**src/rtl/calc_req_sched_if.sv**
```systemverilog
// Bundle of the scheduler's request stream, calculator port buses and response stream.
// The slave modport is the scheduler itself; master is the surrounding environment.
interface calc_req_sched_if #(
   parameter int CALC_CMD_WIDTH  = 4,
   parameter int CALC_DATA_WIDTH = 32
);
   logic                         in_valid;
   logic                         in_ready;
   logic [CALC_CMD_WIDTH-1:0]    in_cmd;
   logic [CALC_DATA_WIDTH-1:0]   in_op1;
   logic [CALC_DATA_WIDTH-1:0]   in_op2;
   logic [4*CALC_CMD_WIDTH-1:0]  req_cmd;
   logic [4*CALC_DATA_WIDTH-1:0] req_data;
   logic [7:0]                   req_tag;
   logic [7:0]                   out_resp;
   logic [4*CALC_DATA_WIDTH-1:0] out_data;
   logic [7:0]                   out_tag;
   logic                         rsp_valid;
   logic                         rsp_ready;
   logic [1:0]                   rsp_port;
   logic [1:0]                   rsp_tag;
   logic [1:0]                   rsp_resp;
   logic [CALC_DATA_WIDTH-1:0]   rsp_data;
   logic                         err_unexp;

   modport master (
      output in_valid, in_cmd, in_op1, in_op2, out_resp, out_data, out_tag, rsp_ready,
      input  in_ready, req_cmd, req_data, req_tag, rsp_valid, rsp_port, rsp_tag, rsp_resp,
             rsp_data, err_unexp
   );

   modport slave (
      input  in_valid, in_cmd, in_op1, in_op2, out_resp, out_data, out_tag, rsp_ready,
      output in_ready, req_cmd, req_data, req_tag, rsp_valid, rsp_port, rsp_tag, rsp_resp,
             rsp_data, err_unexp
   );
endinterface

```
**src/rtl/calc_req_sched.sv**
```systemverilog
// Round-robin request scheduler for the four-port calculator: tag allocation, two-cycle
// request issue, per-port response capture FIFOs and a round-robin response drain.
module calc_req_sched #(
   parameter int CALC_CMD_WIDTH  = 4,
   parameter int CALC_DATA_WIDTH = 32
) (
   input logic              PClk,
   input logic              Rst,
   calc_req_sched_if.slave  bus
);
   localparam int CW = CALC_CMD_WIDTH;
   localparam int DW = CALC_DATA_WIDTH;
   localparam int EW = DW + 4;

   typedef enum logic [1:0] {IDLE, OP1, OP2} state_t;

   state_t          state_q;
   logic [1:0]      port_q, rr_q, drain_q, lock_port_q;
   logic            lock_q, in_ready_q, err_q;
   logic [DW-1:0]   op2_q;
   logic [15:0]     busy_q, busy_d;
   logic [4*CW-1:0] req_cmd_q;
   logic [4*DW-1:0] req_data_q;
   logic [7:0]      req_tag_q;
   logic [EW-1:0]   mem_q [4][4];
   logic [1:0]      wp_q [4];
   logic [1:0]      rp_q [4];
   logic [2:0]      cnt_q [4];

   logic [3:0]      port_free, nonempty, push, unexp;
   logic [1:0]      sel_port, sel_tag, cand, arb, gnt;
   logic            accept, issue, gnt_vld, pop;
   logic [EW-1:0]   head;

   always_comb begin
      cand = '0;
      for (int unsigned p = 0; p < 4; p++) begin
         port_free[p] = ~&busy_q[4*p +: 4];
         nonempty[p]  = cnt_q[p] != 3'd0;
      end

      // Descending scan so the last hit is the nearest port at/after the pointer.
      sel_port = rr_q;
      for (int unsigned k = 4; k > 0; k--) begin
         cand = rr_q + 2'(k - 1);
         if (port_free[cand]) sel_port = cand;
      end
      sel_tag = '0;
      for (int unsigned k = 4; k > 0; k--)
         if (!busy_q[{sel_port, 2'(k - 1)}]) sel_tag = 2'(k - 1);

      accept = bus.in_valid && in_ready_q;
      issue  = accept && (bus.in_cmd != '0);

      arb = drain_q;
      for (int unsigned k = 4; k > 0; k--) begin
         cand = drain_q + 2'(k - 1);
         if (nonempty[cand]) arb = cand;
      end
      // A presented entry stays granted until popped, even if a nearer FIFO fills.
      gnt     = lock_q ? lock_port_q : arb;
      gnt_vld = |nonempty;
      head    = mem_q[gnt][rp_q[gnt]];
      pop     = gnt_vld && bus.rsp_ready;

      for (int unsigned p = 0; p < 4; p++) begin
         push[p]  = (bus.out_resp[2*p +: 2] != 2'b00) && busy_q[{2'(p), bus.out_tag[2*p +: 2]}] &&
                    ((cnt_q[p] != 3'd4) || (pop && (gnt == 2'(p))));
         unexp[p] = (bus.out_resp[2*p +: 2] != 2'b00) && !busy_q[{2'(p), bus.out_tag[2*p +: 2]}];
      end

      busy_d = busy_q;
      if (pop)   busy_d[{gnt, head[DW+1:DW]}] = 1'b0;
      if (issue) busy_d[{sel_port, sel_tag}]  = 1'b1;
   end

   always_ff @(posedge PClk or posedge Rst) begin
      if (Rst) begin
         state_q     <= IDLE;
         port_q      <= '0;
         rr_q        <= '0;
         drain_q     <= '0;
         lock_q      <= 1'b0;
         lock_port_q <= '0;
         in_ready_q  <= 1'b0;
         err_q       <= 1'b0;
         op2_q       <= '0;
         busy_q      <= '0;
         req_cmd_q   <= '0;
         req_data_q  <= '0;
         req_tag_q   <= '0;
         for (int unsigned p = 0; p < 4; p++) begin
            wp_q[p]  <= '0;
            rp_q[p]  <= '0;
            cnt_q[p] <= '0;
         end
      end else begin
         busy_q      <= busy_d;
         err_q       <= err_q | (|unexp);
         lock_q      <= gnt_vld && !bus.rsp_ready;
         lock_port_q <= gnt;
         if (pop) drain_q <= gnt + 2'd1;

         for (int unsigned p = 0; p < 4; p++) begin
            if (push[p]) wp_q[p] <= wp_q[p] + 2'd1;
            if (pop && (gnt == 2'(p))) rp_q[p] <= rp_q[p] + 2'd1;
            cnt_q[p] <= cnt_q[p] + {2'b00, push[p]} - {2'b00, pop && (gnt == 2'(p))};
         end

         case (state_q)
            IDLE: if (issue) begin
               state_q                          <= OP1;
               port_q                           <= sel_port;
               rr_q                             <= sel_port + 2'd1;
               op2_q                            <= bus.in_op2;
               req_cmd_q[CW*sel_port +: CW]     <= bus.in_cmd;
               req_data_q[DW*sel_port +: DW]    <= bus.in_op1;
               req_tag_q[2*sel_port +: 2]       <= sel_tag;
            end
            OP1: begin
               state_q                          <= OP2;
               req_cmd_q[CW*port_q +: CW]       <= '0;
               req_data_q[DW*port_q +: DW]      <= op2_q;
            end
            OP2: begin
               state_q    <= IDLE;
               req_cmd_q  <= '0;
               req_data_q <= '0;
               req_tag_q  <= '0;
            end
            default: state_q <= IDLE;
         endcase

         // Ready for the next cycle reflects the post-edge tag state (no same-edge bypass).
         in_ready_q <= ((state_q == OP2) || ((state_q == IDLE) && !issue)) && !(&busy_d);
      end
   end

   always_ff @(posedge PClk) begin
      for (int unsigned p = 0; p < 4; p++)
         if (push[p])
            mem_q[p][wp_q[p]] <= {bus.out_resp[2*p +: 2], bus.out_tag[2*p +: 2], bus.out_data[DW*p +: DW]};
   end

   assign bus.in_ready  = in_ready_q;
   assign bus.req_cmd   = req_cmd_q;
   assign bus.req_data  = req_data_q;
   assign bus.req_tag   = req_tag_q;
   assign bus.err_unexp = err_q;
   assign bus.rsp_valid = gnt_vld;
   assign bus.rsp_port  = gnt_vld ? gnt : '0;
   assign bus.rsp_resp  = gnt_vld ? head[DW+3:DW+2] : '0;
   assign bus.rsp_tag   = gnt_vld ? head[DW+1:DW] : '0;
   assign bus.rsp_data  = gnt_vld ? head[DW-1:0] : '0;
endmodule

```
**src/flat_wrapper.sv**
```systemverilog
// flat-port wrapper written by rule: the top's interface ports become plain ports
module calc_req_sched_flat 
#(
   parameter int CALC_CMD_WIDTH  = 4,
   parameter int CALC_DATA_WIDTH = 32
)
  (PClk, Rst, bus_in_valid, bus_in_cmd, bus_in_op1, bus_in_op2, bus_out_resp, bus_out_data, bus_out_tag, bus_rsp_ready, bus_in_ready, bus_req_cmd, bus_req_data, bus_req_tag, bus_rsp_valid, bus_rsp_port, bus_rsp_tag, bus_rsp_resp, bus_rsp_data, bus_err_unexp);
  calc_req_sched_if #(.CALC_CMD_WIDTH(CALC_CMD_WIDTH), .CALC_DATA_WIDTH(CALC_DATA_WIDTH)) bus_i ();
  input logic PClk;
  input logic Rst;
  input wire logic [$bits(bus_i.in_valid)-1:0] bus_in_valid;
  input wire logic [$bits(bus_i.in_cmd)-1:0] bus_in_cmd;
  input wire logic [$bits(bus_i.in_op1)-1:0] bus_in_op1;
  input wire logic [$bits(bus_i.in_op2)-1:0] bus_in_op2;
  input wire logic [$bits(bus_i.out_resp)-1:0] bus_out_resp;
  input wire logic [$bits(bus_i.out_data)-1:0] bus_out_data;
  input wire logic [$bits(bus_i.out_tag)-1:0] bus_out_tag;
  input wire logic [$bits(bus_i.rsp_ready)-1:0] bus_rsp_ready;
  output wire logic [$bits(bus_i.in_ready)-1:0] bus_in_ready;
  output wire logic [$bits(bus_i.req_cmd)-1:0] bus_req_cmd;
  output wire logic [$bits(bus_i.req_data)-1:0] bus_req_data;
  output wire logic [$bits(bus_i.req_tag)-1:0] bus_req_tag;
  output wire logic [$bits(bus_i.rsp_valid)-1:0] bus_rsp_valid;
  output wire logic [$bits(bus_i.rsp_port)-1:0] bus_rsp_port;
  output wire logic [$bits(bus_i.rsp_tag)-1:0] bus_rsp_tag;
  output wire logic [$bits(bus_i.rsp_resp)-1:0] bus_rsp_resp;
  output wire logic [$bits(bus_i.rsp_data)-1:0] bus_rsp_data;
  output wire logic [$bits(bus_i.err_unexp)-1:0] bus_err_unexp;
  assign bus_i.in_valid = bus_in_valid;
  assign bus_i.in_cmd = bus_in_cmd;
  assign bus_i.in_op1 = bus_in_op1;
  assign bus_i.in_op2 = bus_in_op2;
  assign bus_i.out_resp = bus_out_resp;
  assign bus_i.out_data = bus_out_data;
  assign bus_i.out_tag = bus_out_tag;
  assign bus_i.rsp_ready = bus_rsp_ready;
  assign bus_in_ready = bus_i.in_ready;
  assign bus_req_cmd = bus_i.req_cmd;
  assign bus_req_data = bus_i.req_data;
  assign bus_req_tag = bus_i.req_tag;
  assign bus_rsp_valid = bus_i.rsp_valid;
  assign bus_rsp_port = bus_i.rsp_port;
  assign bus_rsp_tag = bus_i.rsp_tag;
  assign bus_rsp_resp = bus_i.rsp_resp;
  assign bus_rsp_data = bus_i.rsp_data;
  assign bus_err_unexp = bus_i.err_unexp;
  calc_req_sched #(.CALC_CMD_WIDTH(CALC_CMD_WIDTH), .CALC_DATA_WIDTH(CALC_DATA_WIDTH)) u_core (.PClk(PClk), .Rst(Rst), .bus(bus_i));
endmodule
```
**config.mk**
```make
export PLATFORM = sky130hd
export DESIGN_NAME = calc_req_sched_flat
export DESIGN_NICKNAME = d
export VERILOG_FILES = /design/src/rtl/calc_req_sched_if.sv /design/src/rtl/calc_req_sched.sv /design/src/flat_wrapper.sv
export SDC_FILE = /design/constraint.sdc
export NUM_CORES = 1
export LEC_CHECK = 0
export BUFFER_PORTS_ARGS = -buffer_cell sky130_fd_sc_hd__buf_2
export CAP_MARGIN = 20
export CORE_MARGIN = 5
export CORE_UTILIZATION = 40
export CTS_CLUSTER_SIZE = 28
export DETAILED_ROUTE_END_ITERATION = 12
export GPL_TIMING_DRIVEN = 0
export HOLD_SLACK_MARGIN = 0.05
export MAX_ROUTING_LAYER = met4
export PLACE_DENSITY = 0.63
export RECOVER_POWER = 100
export SYNTH_ARGS = -nofsm -noshare
export SYNTH_HDL_FRONTEND = slang
export SYNTH_SLANG_ARGS = --single-unit
```
**constraint.sdc**
```tcl
create_clock -name PClk -period 8.2 [get_ports PClk]
set_clock_uncertainty 0.2 [all_clocks]
set_input_delay 0.41 -clock PClk [delete_from_list [all_inputs] [get_ports PClk]]
set_output_delay 0.41 -clock PClk [all_outputs]
set_load 0.01 [all_outputs]
```
After elaboration in Yosys (flattened, before gate mapping)
Memories as Yosys holds them, arrays and structs flattened.
Index checks and enable logic that the tools add are counted.
{"block": "word_totals", "ram_bits": 576, "regBits": 241, "n_memories": 1, "inputBits": 216, "out_inout_bits": 193, "word_cells": 272}
{"block": "classes", "n_shift": 10, "mux": 90, "bitwise_logic": 10, "n_lt_le_gt_ge": 30, "n_eq_ne": 10, "add_sub_neg": 29, "n_reduce_logical": 67}
{"memory": "u_core.mem_q", "words": 4, "word_bits": 144, "read_ports": 1, "rd_ports_with_merged_regs": 0, "wr": 4, "line_no": "calc_req_sched.sv:25", "text": "logic [EW-1:0] mem_q [4][4];"}
{"operator": "144-bit two-way mux", "n": 4}
{"operator": "128-bit one-hot mux with 3 select lines", "n": 1}
{"operator": "36-bit demux with 2-bit select", "n": 4}
{"operator": "128-bit bitwise mux", "n": 2}
{"operator": "32-bit by 34-bit variable shift with 128-bit output (first input constant)", "n": 2}
{"operator": "32-bit by 34-bit variable part select with 128-bit output", "n": 2}
{"operator": "36-bit two-way mux", "n": 6}
{"operator": "128-bit two-way mux", "n": 1}
{"operator": "36-bit binary-select mux with 2-bit select", "n": 1}
{"operator": "4-bit negator with 34-bit output", "n": 2}
{"operator": "7-bit negator with 34-bit output", "n": 2}
{"operator": "4-bit by 34-bit variable shift with 16-bit output (first input constant)", "n": 2}
{"operator": "16-bit two-way mux", "n": 3}
{"operator": "16-bit one-hot mux with 3 select lines", "n": 1}
{"operator": "4-bit by 5-bit < comparator with 1-bit output (second input constant)", "n": 8}
{"operator": "2-bit two-way mux", "n": 19}
{"operator": "3-bit negator with 34-bit output", "n": 1}
{"operator": "2-bit by 34-bit variable shift with 8-bit output (first input constant)", "n": 1}
{"operator": "2-bit by 34-bit variable part select with 8-bit output", "n": 1}
{"operator": "4-bit by 34-bit variable part select with 16-bit output", "n": 1}
{"operator": "4-bit by 34-bit variable part select with 16-bit output (first input constant)", "n": 1}
{"operator": "1-bit binary-select mux with 2-bit select", "n": 16}
{"operator": "16-bit bitwise mux", "n": 2}
{"operator": "32-bit two-way mux", "n": 1}
{"operator": "other kinds (37)", "n": 162}

Logic depth before layout (Yosys ltp)
{"block": "logic_depth", "word_depth": 28, "depth_mapped": 20, "ltp_nobuf": 15}

Least setup slack after synthesis
Ideal clock, no wire load.
{"block": "synth_path", "kind": "register to register", "from": "reg u_core.cnt_q[7] in the netlist's numbering", "to": "mem u_core.mem_q[2][0] in the netlist's numbering, enable pin", "arrival_ns": 4.113, "n_path_buf": 5, "period_less_slack_ns": 4.710, "setup_ns": 0.397, "setup_slack_ns": 3.490, "required_ns": 7.603, "path_stages_with_launch": 15, "cell_sequence": "dfrtp_1 -> or3_1 -> o221ai_1 -> a211o_1 -> buf_6 -> nand2_4 -> inv_2 -> buf_2 -> clkbuf_1 -> clkbuf_1 -> clkbuf_1 -> ha_1 -> nand2_1 -> a31oi_1 -> and2_1"}
{"item": "start, declared", "line_no": "calc_req_sched.sv:28", "text": "logic [2:0] cnt_q [4];"}
{"item": "start signal, assigned by index", "line_no": "calc_req_sched.sv:107", "text": "cnt_q[p] <= cnt_q[p] + {2'b00, push[p]} - {2'b00, pop && (gnt == 2'(p))};"}
{"item": "end, declared", "line_no": "calc_req_sched.sv:25"}

Final worst setup path
{"block": "layout_path", "from": "reg u_core.cnt_q[7] in the netlist's numbering", "to": "out bus_rsp_data[15]"}
{"block": "layout_via", "elab_chain_len": 17, "word_cells_on_any_way": 25, "classes_between": "mux (20); bitwise (2); reduce/logical (2); memory (1)"}
{"item": "3-bit nonzero test (*)", "line_no": "calc_req_sched.sv:39", "text": "nonempty[p] = cnt_q[p] != 3'd0;"}
{"item": "1-bit binary-select mux with 2-bit select", "line_no": "calc_req_sched.sv:58", "text": "if (nonempty[cand]) arb = cand;"}
{"item": "1-bit two-way mux (not written as such)", "line_no": "calc_req_sched.sv:58"}
{"item": "2-bit two-way mux (4 in series)", "line_no": "calc_req_sched.sv:58"}
{"item": "2-bit two-way mux", "line_no": "calc_req_sched.sv:61", "text": "gnt = lock_q ? lock_port_q : arb;"}
{"item": "2-bit NOT with 3-bit output (not written as such)", "line_no": "calc_req_sched.sv:63", "text": "head = mem_q[gnt][rp_q[gnt]];"}
{"item": "2-bit binary-select mux with 2-bit select", "line_no": "calc_req_sched.sv:63"}
{"item": "2-bit two-way mux (not written as such) (2 in series)", "line_no": "calc_req_sched.sv:63"}
{"item": "2-bit NOT with 3-bit output (not written as such)", "line_no": "calc_req_sched.sv:63"}
{"item": "36-bit binary-select mux with 2-bit select", "line_no": "calc_req_sched.sv:63"}
{"item": "36-bit two-way mux (not written as such) (2 in series)", "line_no": "calc_req_sched.sv:63"}
{"item": "32-bit two-way mux (*)", "line_no": "calc_req_sched.sv:154", "text": "assign bus.rsp_data = gnt_vld ? head[DW-1:0] : '0;"}
{"item": "end, declared", "line_no": "flat_wrapper.sv:27", "text": "output wire logic [$bits(bus_i.rsp_data)-1:0] bus_rsp_data;"}
Every way passes the cells marked *; elsewhere a longest branch is shown, timed or not. The select of a mux whose other input is x is not followed.

==> results.sh <==
export IMPL_post_route_minimum_period_ps=7356
export IMPL_mappedNetlistArea_um2=34180
export IMPL_critPathMaxFanout=10
export IMPL_drv_max_cap_violation_count=12
export IMPL_grt_usage_pct=24.97
export IMPL_synth_yosys_warnings=0
export IMPL_tightestPinTransition_ps=5239
export IMPL_synth_cell_types=66
export IMPL_synthTopCellsByArea="sky130_fd_sc_hd__edfxtp_1, sky130_fd_sc_hd__dfrtp_1, sky130_fd_sc_hd__nand2_1"
export IMPL_drt_pass1_iter_count=6
export IMPL_power_density_nw_per_um2=447.5
export IMPL_hp_class="primary input to flip-flop"
export IMPL_placementRows=107
export IMPL_initial_core_util_pct=40.21
export IMPL_final_min_period_over_clock_period_pct=89.70
export IMPL_crit_required_ps=7590
export IMPL_finalNonFillerCells=4808
export IMPL_yosys_area_top_type="sky130_fd_sc_hd__edfxtp_1"
export IMPL_num_vias=26630
export IMPL_post_route_cells_drive_above_1_share_pct=7.692
export IMPL_leakagePower_nw=15.73
export IMPL_die_height_um=302.3
export IMPL_ys_async_sr_fraction_pct=29.50
export IMPL_grt_start_max_net_pins=130
export IMPL_max_freq_mhz=135.9
export IMPL_hpwl_um=79760
export IMPL_finish_net_count=3825
export IMPL_n_fill_cell=7589
export IMPL_antenna_violating_nets_post_route=0
export IMPL_crit_path_start_kind="flip-flop"
export IMPL_initialDrtViolationCount=2817
export IMPL_synth_seq_area_share_pct=68.25
export IMPL_violations="max-capacitance violations, max-slew violations"
export IMPL_synth_most_common_cell="sky130_fd_sc_hd__nand2_1"
export IMPL_synth_fp_nets=3090
export IMPL_synth_area_per_cell_um2=12.07
export IMPL_slew_limit_headroom_pct=-249.3
export IMPL_initial_antenna_violation_count=23
export IMPL_setup_viol_count_final=0
export IMPL_area_growth_pct=24.32
export IMPL_synth_top_cell_area_share_pct=50.60
export IMPL_drt_drc_violations_left=0
export IMPL_avgRoutedWirePerCell_um=23.76
export IMPL_final_number_of_hold_violating_endpoints=0
export IMPL_cts_clock_pin_slew_for_the_worst_setup_and_hold_paths_ps=60
export IMPL_worst_setup_path_end_kind="output port"
export IMPL_synth_ff_type="sky130_fd_sc_hd__edfxtp_1"
export IMPL_status="finished, violations left"
export IMPL_fin_hold_ws_ps=73.94
export IMPL_count_of_flip_flops_with_a_built_in_enable_after_synthesis=576
export IMPL_global_route_wire_length_before_repair_um=166000
export IMPL_final_setup_tns_ps=0
export IMPL_port_buffer_count=408
export IMPL_top_ports=409
export IMPL_critical_path_arrival_ps=6750
export IMPL_syn_instance_count=2832
export IMPL_worst_ir_drop_vdd_mv=0.2965
export IMPL_cts_buffer_depth=3
export IMPL_cts_max_level=3
export IMPL_timing_worst_setup_path_type="flip-flop to output port"
export IMPL_setup_repair_after_global_routing_missed_its_margin="false"
export IMPL_first_global_vias=26060
export IMPL_place_inst=4406
export IMPL_routabilityCongestion=0.9162
export IMPL_die_width_um=302.3
export IMPL_clock_latency_ps=660
export IMPL_yosys_register_bits=817
export IMPL_clock_tree_from_tritoncts="yes"
export IMPL_cts_repair_resize_count=0
export IMPL_routed_wl_um=114200
export IMPL_final_report_max_slew_violation_count=345
export IMPL_detail_route_vias_per_cell=5.538
export IMPL_cts_sinks=817
export IMPL_total_cts_buffers=88
export IMPL_core_um2=85010
export IMPL_cts_root_buffer_cell="sky130_fd_sc_hd__clkbuf_16"
export IMPL_design_die_area_um2=91400
export IMPL_grt_ovfl_total=0
export IMPL_netlist_top_cells_count="sky130_fd_sc_hd__nand2_1, sky130_fd_sc_hd__edfxtp_1, sky130_fd_sc_hd__dfrtp_1"
==> flip-flops by register name, indices dropped and copies added, names as in the netlist, 2 cells and up <==
signal / count
u_core.bus.req_cmd: 16
u_core.bus.req_data: 128
u_core.bus.req_tag: 8
u_core.busy_q: 16
u_core.cnt_q: 12
u_core.drain_q: 2
u_core.lock_port_q: 2
u_core.mem_q: 576
u_core.op2_q: 32
u_core.port_q: 2
u_core.rp_q: 8
u_core.rr_q: 2
u_core.state_q: 2
u_core.wp_q: 8
==> cells in the final DEF (no fill, tap or decap), types with 7 or more instances in the layout <==
cell / instances
sky130_fd_sc_hd__nand2_1: 833
sky130_fd_sc_hd__edfxtp_1: 576
sky130_fd_sc_hd__clkbuf_1: 522
sky130_fd_sc_hd__dfrtp_1: 241
sky130_fd_sc_hd__dlygate4sd3_1: 214
sky130_fd_sc_hd__o21ai_0: 169
sky130_fd_sc_hd__nand3_1: 151
sky130_fd_sc_hd__a22oi_1: 130
sky130_fd_sc_hd__buf_2: 107
sky130_fd_sc_hd__a311oi_1: 103
sky130_fd_sc_hd__clkbuf_16: 89
sky130_fd_sc_hd__and3_1: 69
sky130_fd_sc_hd__inv_1: 41
sky130_fd_sc_hd__a31oi_1: 38
sky130_fd_sc_hd__ha_1: 38
sky130_fd_sc_hd__a211oi_1: 35
sky130_fd_sc_hd__diode_2: 24
sky130_fd_sc_hd__a32o_1: 21
sky130_fd_sc_hd__nor2_1: 20
sky130_fd_sc_hd__xnor2_1: 18
sky130_fd_sc_hd__and2_0: 14
sky130_fd_sc_hd__clkinv_1: 14
sky130_fd_sc_hd__clkinv_2: 13
sky130_fd_sc_hd__a22o_1: 12
sky130_fd_sc_hd__a21o_1: 11
sky130_fd_sc_hd__a32oi_1: 11
sky130_fd_sc_hd__nor3_1: 8
sky130_fd_sc_hd__mux4_2: 8
sky130_fd_sc_hd__mux2i_1: 7
sky130_fd_sc_hd__o31ai_1: 7
sky130_fd_sc_hd__clkbuf_8: 7
==> area by class of cell <==
| type | count | area [um2] | area share [%] |
|---|---|---|---|
| Sequential cell | 817 | 23330 | 54.90 |
| Inverter | 44 | 166.4 | 0.3916 |
| Clock buffer | 122 | 2421 | 5.698 |
| Tap cell | 1144 | 1431 | 3.368 |
| Clock inverter | 41 | 415.4 | 0.9776 |
| Antenna cell | 24 | 60.06 | 0.1413 |
| Timing Repair Buffer | 645 | 4023 | 9.466 |
| Buffer | 192 | 805.8 | 1.896 |
| Multi-Input combinational cell | 1779 | 9843 | 23.16 |
==> per-stage QoR <==
stage               setup WS (ps)  power, mW  util, %  area (um2)
finish                      844.3      19.02    49.98       42490
global route                668.2      19.96    49.98       42490
CTS                          1520      19.16    50.70       43100
global placement            -2164      14.91    44.29       37650
floorplan                   973.5      11.26        -       34180
detailed placement           1620      15.15    44.84       38120
==> cell families after synthesis <==
family	count (synthesis)	synth area share (%)
compound gates	567	11.75
xor+xnor	20	0.5125
fa+ha+maj	42	1.625
buf+inv	236	2.870
flops	817	68.25
mux	19	0.9773
simple gates	1131	14.02
==> critical path, cell delays in order, from the launching register on <==
cell and delay [ps]:
sky130_fd_sc_hd__dfrtp_1 450, sky130_fd_sc_hd__or3_1 450, sky130_fd_sc_hd__o221ai_1 260, sky130_fd_sc_hd__a211o_1 170, sky130_fd_sc_hd__clkbuf_1 360, sky130_fd_sc_hd__nand2_1 400, sky130_fd_sc_hd__inv_2 200, sky130_fd_sc_hd__buf_2 320
sky130_fd_sc_hd__clkbuf_1 680, sky130_fd_sc_hd__clkbuf_1 700, sky130_fd_sc_hd__clkbuf_1 610, sky130_fd_sc_hd__nand3_1 220, sky130_fd_sc_hd__a311oi_1 850, sky130_fd_sc_hd__a211oi_1 220, sky130_fd_sc_hd__clkbuf_1 210
==> power by group <==
part	internal [mW]	leakage, nW	total [mW]	switching (mW)
clock network	2.24	1.38	3.92	1.68
registers	5.61	8.44	6.14	0.537
logic	2.50	5.91	8.96	6.46
total	10.3	15.7	19.0	8.67
==> repair_timing <==
action | 4_1_cts | 5_1_grt
setup buffers | 0 | 0
hold buffers | 214 | 0
endpoints found under the hold margin | 868 | 0
==> final timing paths <==
path	from	endpoint	slack, ps	cells after the start
setup / recovery	u_core.cnt_q[7]$_DFF_PP0_	bus_rsp_data[15]	840	14
hold / removal	bus_in_valid	u_core.state_q[0]$_DFFE_PP0N_	70	4
setup reg to reg	u_core.cnt_q[7]$_DFF_PP0_	u_core.mem_q[2][7]$_DFFE_PP_	980	15
hold reg to reg	u_core.rp_q[5]$_DFFE_PP0P_	u_core.rp_q[5]$_DFFE_PP0P_	280	1
max in group asynchronous	Rst	u_core.bus.req_data[24]$_DFFE_PP0P_	3750	3
min in group asynchronous	Rst	u_core.drain_q[1]$_DFFE_PP0P_	1680	3
==> routing by layer <==
metal	vias up	part of all wire, %	track usage (%)
li1	11890	-	-
met1	13170	38	31.79
met2	1333	47	39.38
met3	229	10	5.914
met4	0	4.0	9.039
met5	-	0	-
Power figures use the tool's default switching activity.
